<file path="config.mk">
export PLATFORM = sky130hd
export DESIGN_NAME = dmem_access
export DESIGN_NICKNAME = d
export VERILOG_FILES = /design/src/rtl/dmem_access.sv
export SDC_FILE = /design/constraint.sdc
export NUM_CORES = 1
export LEC_CHECK = 0
export ABC_AREA = 1
export CAP_MARGIN = 20
export CORE_UTILIZATION = 44
export DETAILED_ROUTE_END_ITERATION = 6
export HOLD_SLACK_MARGIN = 0.03
export PLACE_DENSITY = 0.83
export SETUP_SLACK_MARGIN = 0.4
export SLEW_MARGIN = 20
export SYNTH_ARGS = -nofsm -noshare
export SYNTH_HDL_FRONTEND = slang
export SYNTH_SLANG_ARGS = --single-unit
</file>
<file path="constraint.sdc">
create_clock -name clk -period 4.61 [get_ports clk]
set_clock_uncertainty 0.1 [all_clocks]
set_input_delay 0.922 -clock clk [delete_from_list [all_inputs] [get_ports clk]]
set_output_delay 0.922 -clock clk [all_outputs]
set_load 0.1 [all_outputs]
</file>
<file path="src/rtl/dmem_access.sv">
// Data-memory access stage: runs RV32I loads and stores for the MEM-stage
// instruction over a req/ready handshake. It stalls the pipeline while the
// access is outstanding and returns the aligned, extended load result on DDT.
module dmem_access #(
    parameter int TIMEOUT = 256
) (
    input  logic        clk,
    input  logic        rst,
    input  logic        start,
    input  logic [31:0] inst,
    input  logic [31:0] addr,
    input  logic [31:0] store_data,
    output logic        dmem_req,
    output logic        dmem_we,
    output logic [31:0] dmem_addr,
    output logic [3:0]  dmem_be,
    output logic [31:0] dmem_wdata,
    input  logic        dmem_ready,
    input  logic [31:0] dmem_rdata,
    output logic [31:0] DDT,
    output logic        stall,
    output logic        done,
    output logic        fault
);

    localparam logic [6:0] OP_LOAD  = 7'b0000011;
    localparam logic [6:0] OP_STORE = 7'b0100011;
    // The counter only needs to reach TIMEOUT-1; keep at least one bit when disabled.
    localparam int CW = (TIMEOUT > 1) ? $clog2(TIMEOUT + 1) : 1;

    typedef enum logic {IDLE, BUSY} state_t;

    state_t        state, state_nxt;
    logic [6:0]    opcode;
    logic [2:0]    func;
    logic          is_load, is_store, op_hit, legal, aligned, go, bad;
    logic [3:0]    be_nxt;
    logic [31:0]   wdata_nxt;
    logic [2:0]    func_q;
    logic [1:0]    off_q;
    logic          load_q;
    logic [CW-1:0] cnt;
    logic          tmo;
    logic [31:0]   word, ddt_nxt;
    logic          unused;

    assign opcode = inst[6:0];
    assign func   = inst[14:12];
    assign unused = ^{inst[31:15], inst[11:7]};

    // Decode the offered op: legality, alignment and the byte-lane pattern.
    always_comb begin
        is_load   = (opcode == OP_LOAD);
        is_store  = (opcode == OP_STORE);
        op_hit    = start && (is_load || is_store) && (state == IDLE);
        legal     = 1'b0;
        aligned   = 1'b1;
        be_nxt    = 4'b1111;
        wdata_nxt = store_data;
        if (is_load) begin
            case (func)
                3'b000, 3'b001, 3'b010, 3'b100, 3'b101: legal = 1'b1;
                default:                                legal = 1'b0;
            endcase
        end else if (is_store) begin
            case (func)
                3'b000, 3'b001, 3'b010: legal = 1'b1;
                default:                legal = 1'b0;
            endcase
        end
        case (func[1:0])
            2'b01:   aligned = ~addr[0];
            2'b10:   aligned = (addr[1:0] == 2'b00);
            default: aligned = 1'b1;
        endcase
        // Loads always fetch the whole word; only stores narrow the enables.
        if (is_store) begin
            case (func[1:0])
                2'b00: begin
                    be_nxt    = 4'b0001 << addr[1:0];
                    wdata_nxt = {4{store_data[7:0]}};
                end
                2'b01: begin
                    be_nxt    = 4'b0011 << {addr[1], 1'b0};
                    wdata_nxt = {2{store_data[15:0]}};
                end
                default: begin
                    be_nxt    = 4'b1111;
                    wdata_nxt = store_data;
                end
            endcase
        end
        go  = op_hit && legal && aligned;
        bad = op_hit && !(legal && aligned);
    end

    // Hold the pipeline from acceptance until the done cycle.
    assign stall = go || (state == BUSY);

    // Timeout fires on the last permitted BUSY cycle without ready.
    assign tmo = (TIMEOUT != 0) && (state == BUSY) && !dmem_ready
                 && (int'(cnt) == TIMEOUT - 1);

    // Next-state logic.
    always_comb begin
        state_nxt = state;
        case (state)
            IDLE:    if (go) state_nxt = BUSY;
            BUSY:    if (dmem_ready || tmo) state_nxt = IDLE;
            default: state_nxt = IDLE;
        endcase
    end

    // State register.
    always_ff @(posedge clk or posedge rst) begin
        if (rst) state <= IDLE;
        else     state <= state_nxt;
    end

    // Count consecutive BUSY cycles; cleared whenever BUSY is left or not yet entered.
    always_ff @(posedge clk or posedge rst) begin
        if (rst)                                        cnt <= '0;
        else if (state == BUSY && state_nxt == BUSY)    cnt <= cnt + 1'b1;
        else                                            cnt <= '0;
    end

    // Align the returned word to the latched byte offset and extend per func.
    always_comb begin
        word = dmem_rdata >> {off_q, 3'b000};
        case (func_q)
            3'b000:  ddt_nxt = {{24{word[7]}}, word[7:0]};
            3'b100:  ddt_nxt = {24'd0, word[7:0]};
            3'b001:  ddt_nxt = {{16{word[15]}}, word[15:0]};
            3'b101:  ddt_nxt = {16'd0, word[15:0]};
            default: ddt_nxt = word;
        endcase
    end

    // Handshake outputs, latched op context, load result and status pulses.
    always_ff @(posedge clk or posedge rst) begin
        if (rst) begin
            dmem_req   <= 1'b0;
            dmem_we    <= 1'b0;
            dmem_addr  <= '0;
            dmem_be    <= '0;
            dmem_wdata <= '0;
            DDT        <= '0;
            done       <= 1'b0;
            fault      <= 1'b0;
            func_q     <= '0;
            off_q      <= '0;
            load_q     <= 1'b0;
        end else begin
            done  <= 1'b0;
            fault <= 1'b0;
            if (state == IDLE) begin
                if (go) begin
                    dmem_req   <= 1'b1;
                    dmem_we    <= is_store;
                    dmem_addr  <= {addr[31:2], 2'b00};
                    dmem_be    <= be_nxt;
                    dmem_wdata <= wdata_nxt;
                    func_q     <= func;
                    off_q      <= addr[1:0];
                    load_q     <= is_load;
                end else if (bad) begin
                    done  <= 1'b1;
                    fault <= 1'b1;
                end
            end else begin
                if (dmem_ready) begin
                    dmem_req <= 1'b0;
                    done     <= 1'b1;
                    if (load_q) DDT <= ddt_nxt;
                end else if (tmo) begin
                    dmem_req <= 1'b0;
                    done     <= 1'b1;
                    fault    <= 1'b1;
                end
            end
        end
    end

endmodule
</file>
==> reports/summary.md <==
The tools report the number of gates resized after cts as 0. Data on the critical path is required at its endpoint by 3.59 ns. 237 I/O pins were placed.

The largest individual stage delay along the critical path comes from the cell sky130_fd_sc_hd__ha_1. The tree is rooted in a sky130_fd_sc_hd__clkbuf_16. The tools report the final-report hold violation count as 0. After the last flow step, the layout net total stands at 1154.

The first-pass GRT wire length was 29900 um. Averaged over all synthesized cells, the footprint is 7.43 um^2. Subtracting the final worst setup slack from the clock period gives 3.84 ns.

The antenna diode count came out at 0. For this design the total switching power over the nets is 0.580 mW. By count the netlist is led by sky130_fd_sc_hd__nand2_1 (287), sky130_fd_sc_hd__dfrtp_1 (118), sky130_fd_sc_hd__inv_1 (112). The share of the clock period used by the worst path is 83.3%, and the routing usage on met1 is 33.6%. For this configuration, the core starts out at a cell density of 45.7%. Hold repair after CTS inserted 0 buffers. Ratio of cells with drive above 1 in the final layout: 4.76%. The tools report the category of the worst setup path launch point as an input pin.

Yosys attributes the largest share of cell area to sky130_fd_sc_hd__dfrtp_1 (48%), sky130_fd_sc_hd__nand2_1 (18%), sky130_fd_sc_hd__inv_1 (6.8%). Grouping stages by cell kind, the critical path spends the most delay in buffers and inverters. The switching fraction of total power came out at 22.1%. The die is 120 um tall. The depth of the CTS H-tree is 4, and the largest incremental delay on the critical path is 0.46 ns.

Setup repair after global routing left no endpoint under its margin. Entering global routing, the biggest net connects 84 pins. The detailed placer's ending HPWL was 12800 um; the relative slew slack was 29.0%.

The area taken by flip-flops and latches was 0.00295 mm^2; the footprint of the multi-input gates was 0.00249 mm^2. The tools report the number of antenna violations at the first check in global routing as 1. In this run the deepest clock path goes through 2 buffers. The path class of the tightest hold or removal check is flip-flop to flip-flop. The maximum ir drop on the vdd rail was 0.000241 V; the clock buffer count from CTS was 17. The clock reaches the later pin of the worst-skew pair after 0.41 ns.

In the final timing run, aggregate negative setup slack is 0 ns. Clock-pin slew was measured on the worst setup and hold paths at 0.06 ns. After clock tree synthesis, the setup repair step added 0 buffers. The die covers 0.0145 mm^2. The tools report the total count of max-transition violations in the final report as 0. The checks that failed: design-rule violations. Input and output buffers added on the ports amount to 212. The distinct cell type count of the synthesized netlist is 29. Together, buffers and inverters on the worst path number 5.

The global routing stage identified its most utilized layer as met2. After synthesis the cells add up to 0.00615 mm^2. Most instantiated library cell after synthesis: sky130_fd_sc_hd__nand2_1.

After detailed routing, the number of remaining DRC violations is 8. The filler cell count in the final layout was 1125; the cell depth of the worst min-delay path was 1. The internal power is 2.04 mW, and the total power after layout is 2.62 mW.

The max-capacitance violation count came out at 0. The global-route met3 utilization was 9.76%; the total wire length was 18500 um. The first detailed-routing pass took 7 iterations. TritonCTS built the clock tree. The number of setup violations in the final report was 0.

In the synthesized netlist, the number of instances is 828. For this run, asynchronously set or reset flops after synthesis account for 100%. The count of flip-flops with a built-in enable after synthesis was 0; the die extent in x was 120 um. The number of synthesized register bits was 118; the total number of cells along the worst setup path was 12. The tools report the core footprint as 0.0135 mm^2.

Ratio of total power to cell area: 294 mW/mm^2. The maximum operating frequency was 261 MHz; the arrival time of the worst setup path was 2.82 ns. The signal on the critical path passes through clkdlybuf4s50_1 > inv_1 > ha_1 > inv_2 > nand2_1 > nor2_1 > inv_2 > nand2_1 > nor2_4 > nand2_2 > nand2_1 > buf_12.

The area growth from synthesis to layout is 45.1%. Summed over all layers, the global routing overflow is 0. Share of the synthesized area in the top cell type: 48.0%. In the final routed layout, each cell accounts on average for 15.4 um. The peak fanout along the critical path is 11. Cell type with the highest aggregate area in the netlist: sky130_fd_sc_hd__dfrtp_1.

For this block, the via count after detailed routing is 6216. The flow ran to the end, but the final reports show violations. The run gives 5852 as the number of global-route vias before repair.

Detailed router's first-iteration violation count: 557. For this run, the leading register cell type out of synthesis is sky130_fd_sc_hd__dfrtp_1. The tools report the number of rows created at floorplan as 42. After detailed routing, the number of vias per cell comes to 5.15. Measured in cells, the most critical reg-to-reg path has a length of 8. The fraction of the yosys area taken by sequential cells is 48.0%, and the share of power burned in the clock network is 52.8%. The final RePlAce weighted congestion came out at 0.913.

Sequential cells burn 39.6% of the power. The most numerous cell type found on the critical path is sky130_fd_sc_hd__nand2_1. The run gives 41.8% as the global-route met2 utilization. The CTS sink count is 118, and the post-route antenna net violation count is 0. The static leakage came out at 4.54 nW. The worst setup path is of the input pin to primary output kind. STA classifies the critical path endpoint as a primary output. Worst-margin pin slew: 1.06 ns. The Yosys step of the flow raised 0 warnings. The combined global-route utilization of all metal layers came out at 26.9%. Combinational power share: 7.7%.
-- per-layer routing --
layer / routed length, um / share of wire, % / up-vias
li1: - / - / 3000
met1: 7590 / 41 / 2852
met2: 8310 / 45 / 322
met3: 2080 / 11 / 42
met4: 538 / 2.9 / 0
met5: 0 / 0 / -
-- final cells by class --
class	instances	area share, %
clock buffers	20	4.89
clock inverters	12	1.99
inverters	119	5.03
multi-input cells	540	27.9
flip-flops and latches	118	33.1
well taps	176	2.47
repair buffers	221	24.7
-- cells in the final DEF (no fill, tap or decap), types with 15 or more instances in the layout --
cell                              synthesis  routed
sky130_fd_sc_hd__nand3_1                 81      81
sky130_fd_sc_hd__nor2_1                  24      24
sky130_fd_sc_hd__o21ai_0                 40      40
sky130_fd_sc_hd__a21oi_1                 15      15
sky130_fd_sc_hd__clkbuf_16                0      17
sky130_fd_sc_hd__nand4_1                 23      23
sky130_fd_sc_hd__inv_1                  112     111
sky130_fd_sc_hd__nand2_1                287     287
sky130_fd_sc_hd__o211ai_1                22      22
sky130_fd_sc_hd__dfrtp_1                118     118
sky130_fd_sc_hd__clkdlybuf4s50_1          0     211
-- final timing paths --
kind                                from       endpoint  slack (ns)
worst max-delay path            inst[13]          stall        0.77
worst min-delay path              cnt[0]         cnt[0]        0.36
worst max register to register  off_q[0]        DDT[30]        1.79
worst min register to register    cnt[0]         cnt[0]        0.36
max in group asynchronous            rst  dmem_addr[15]        2.67
min in group asynchronous            rst        DDT[19]        0.90
-- through the flow --
step / instance area [um^2] / hold WS [ns] / worst slack, ns / util (%) / instances
floorplan: 6150 / 0.333 / 0.459 / - / 829
global placement: 8310 / 0.349 / 0.811 / 61.8 / 1174
detailed placement: 8310 / 0.358 / 0.795 / 61.8 / 1174
CTS: 8920 / 0.365 / 0.779 / 66.3 / 1206
global route: 8920 / 0.388 / 0.632 / 66.3 / 1206
finish: 8920 / 0.361 / 0.771 / 66.3 / 1206
-- power by group through the flow --
| stage | Combinational [mW] | Clock (mW) | Sequential [mW] |
|---|---|---|---|
| floorplan | 0.0692 | 0 | 1.06 |
| global placement | 0.197 | 0 | 1.06 |
| detailed placement | 0.199 | 0 | 1.06 |
| CTS | 0.201 | 1.40 | 1.04 |
| global route | 0.218 | 1.46 | 1.04 |
| finish | 0.201 | 1.38 | 1.04 |
-- sequential cells by signal, summed over array words and instances (netlist names) --
register	flops
load_q	1
state	1
DDT	32
func_q	3
off_q	2
dmem_wdata	32
dmem_addr	30
dmem_req	1
cnt	9
dmem_be	4
fault	1
done	1
dmem_we	1
-- cell families after synthesis --
group                      count (synthesis)  synth area share (%)
xor gates and xnor gates                   1                 0.142
other                                      1                0.0610
DFF                                      118                  48.0
buffers and inverters                    171                  11.7
adders and majority gates                  5                  1.02
and+or+nand+nor                          434                  30.0
AOI/OAI and AO/OA                         98                  9.09
Note: power is estimated with default switching activity, not from simulation.
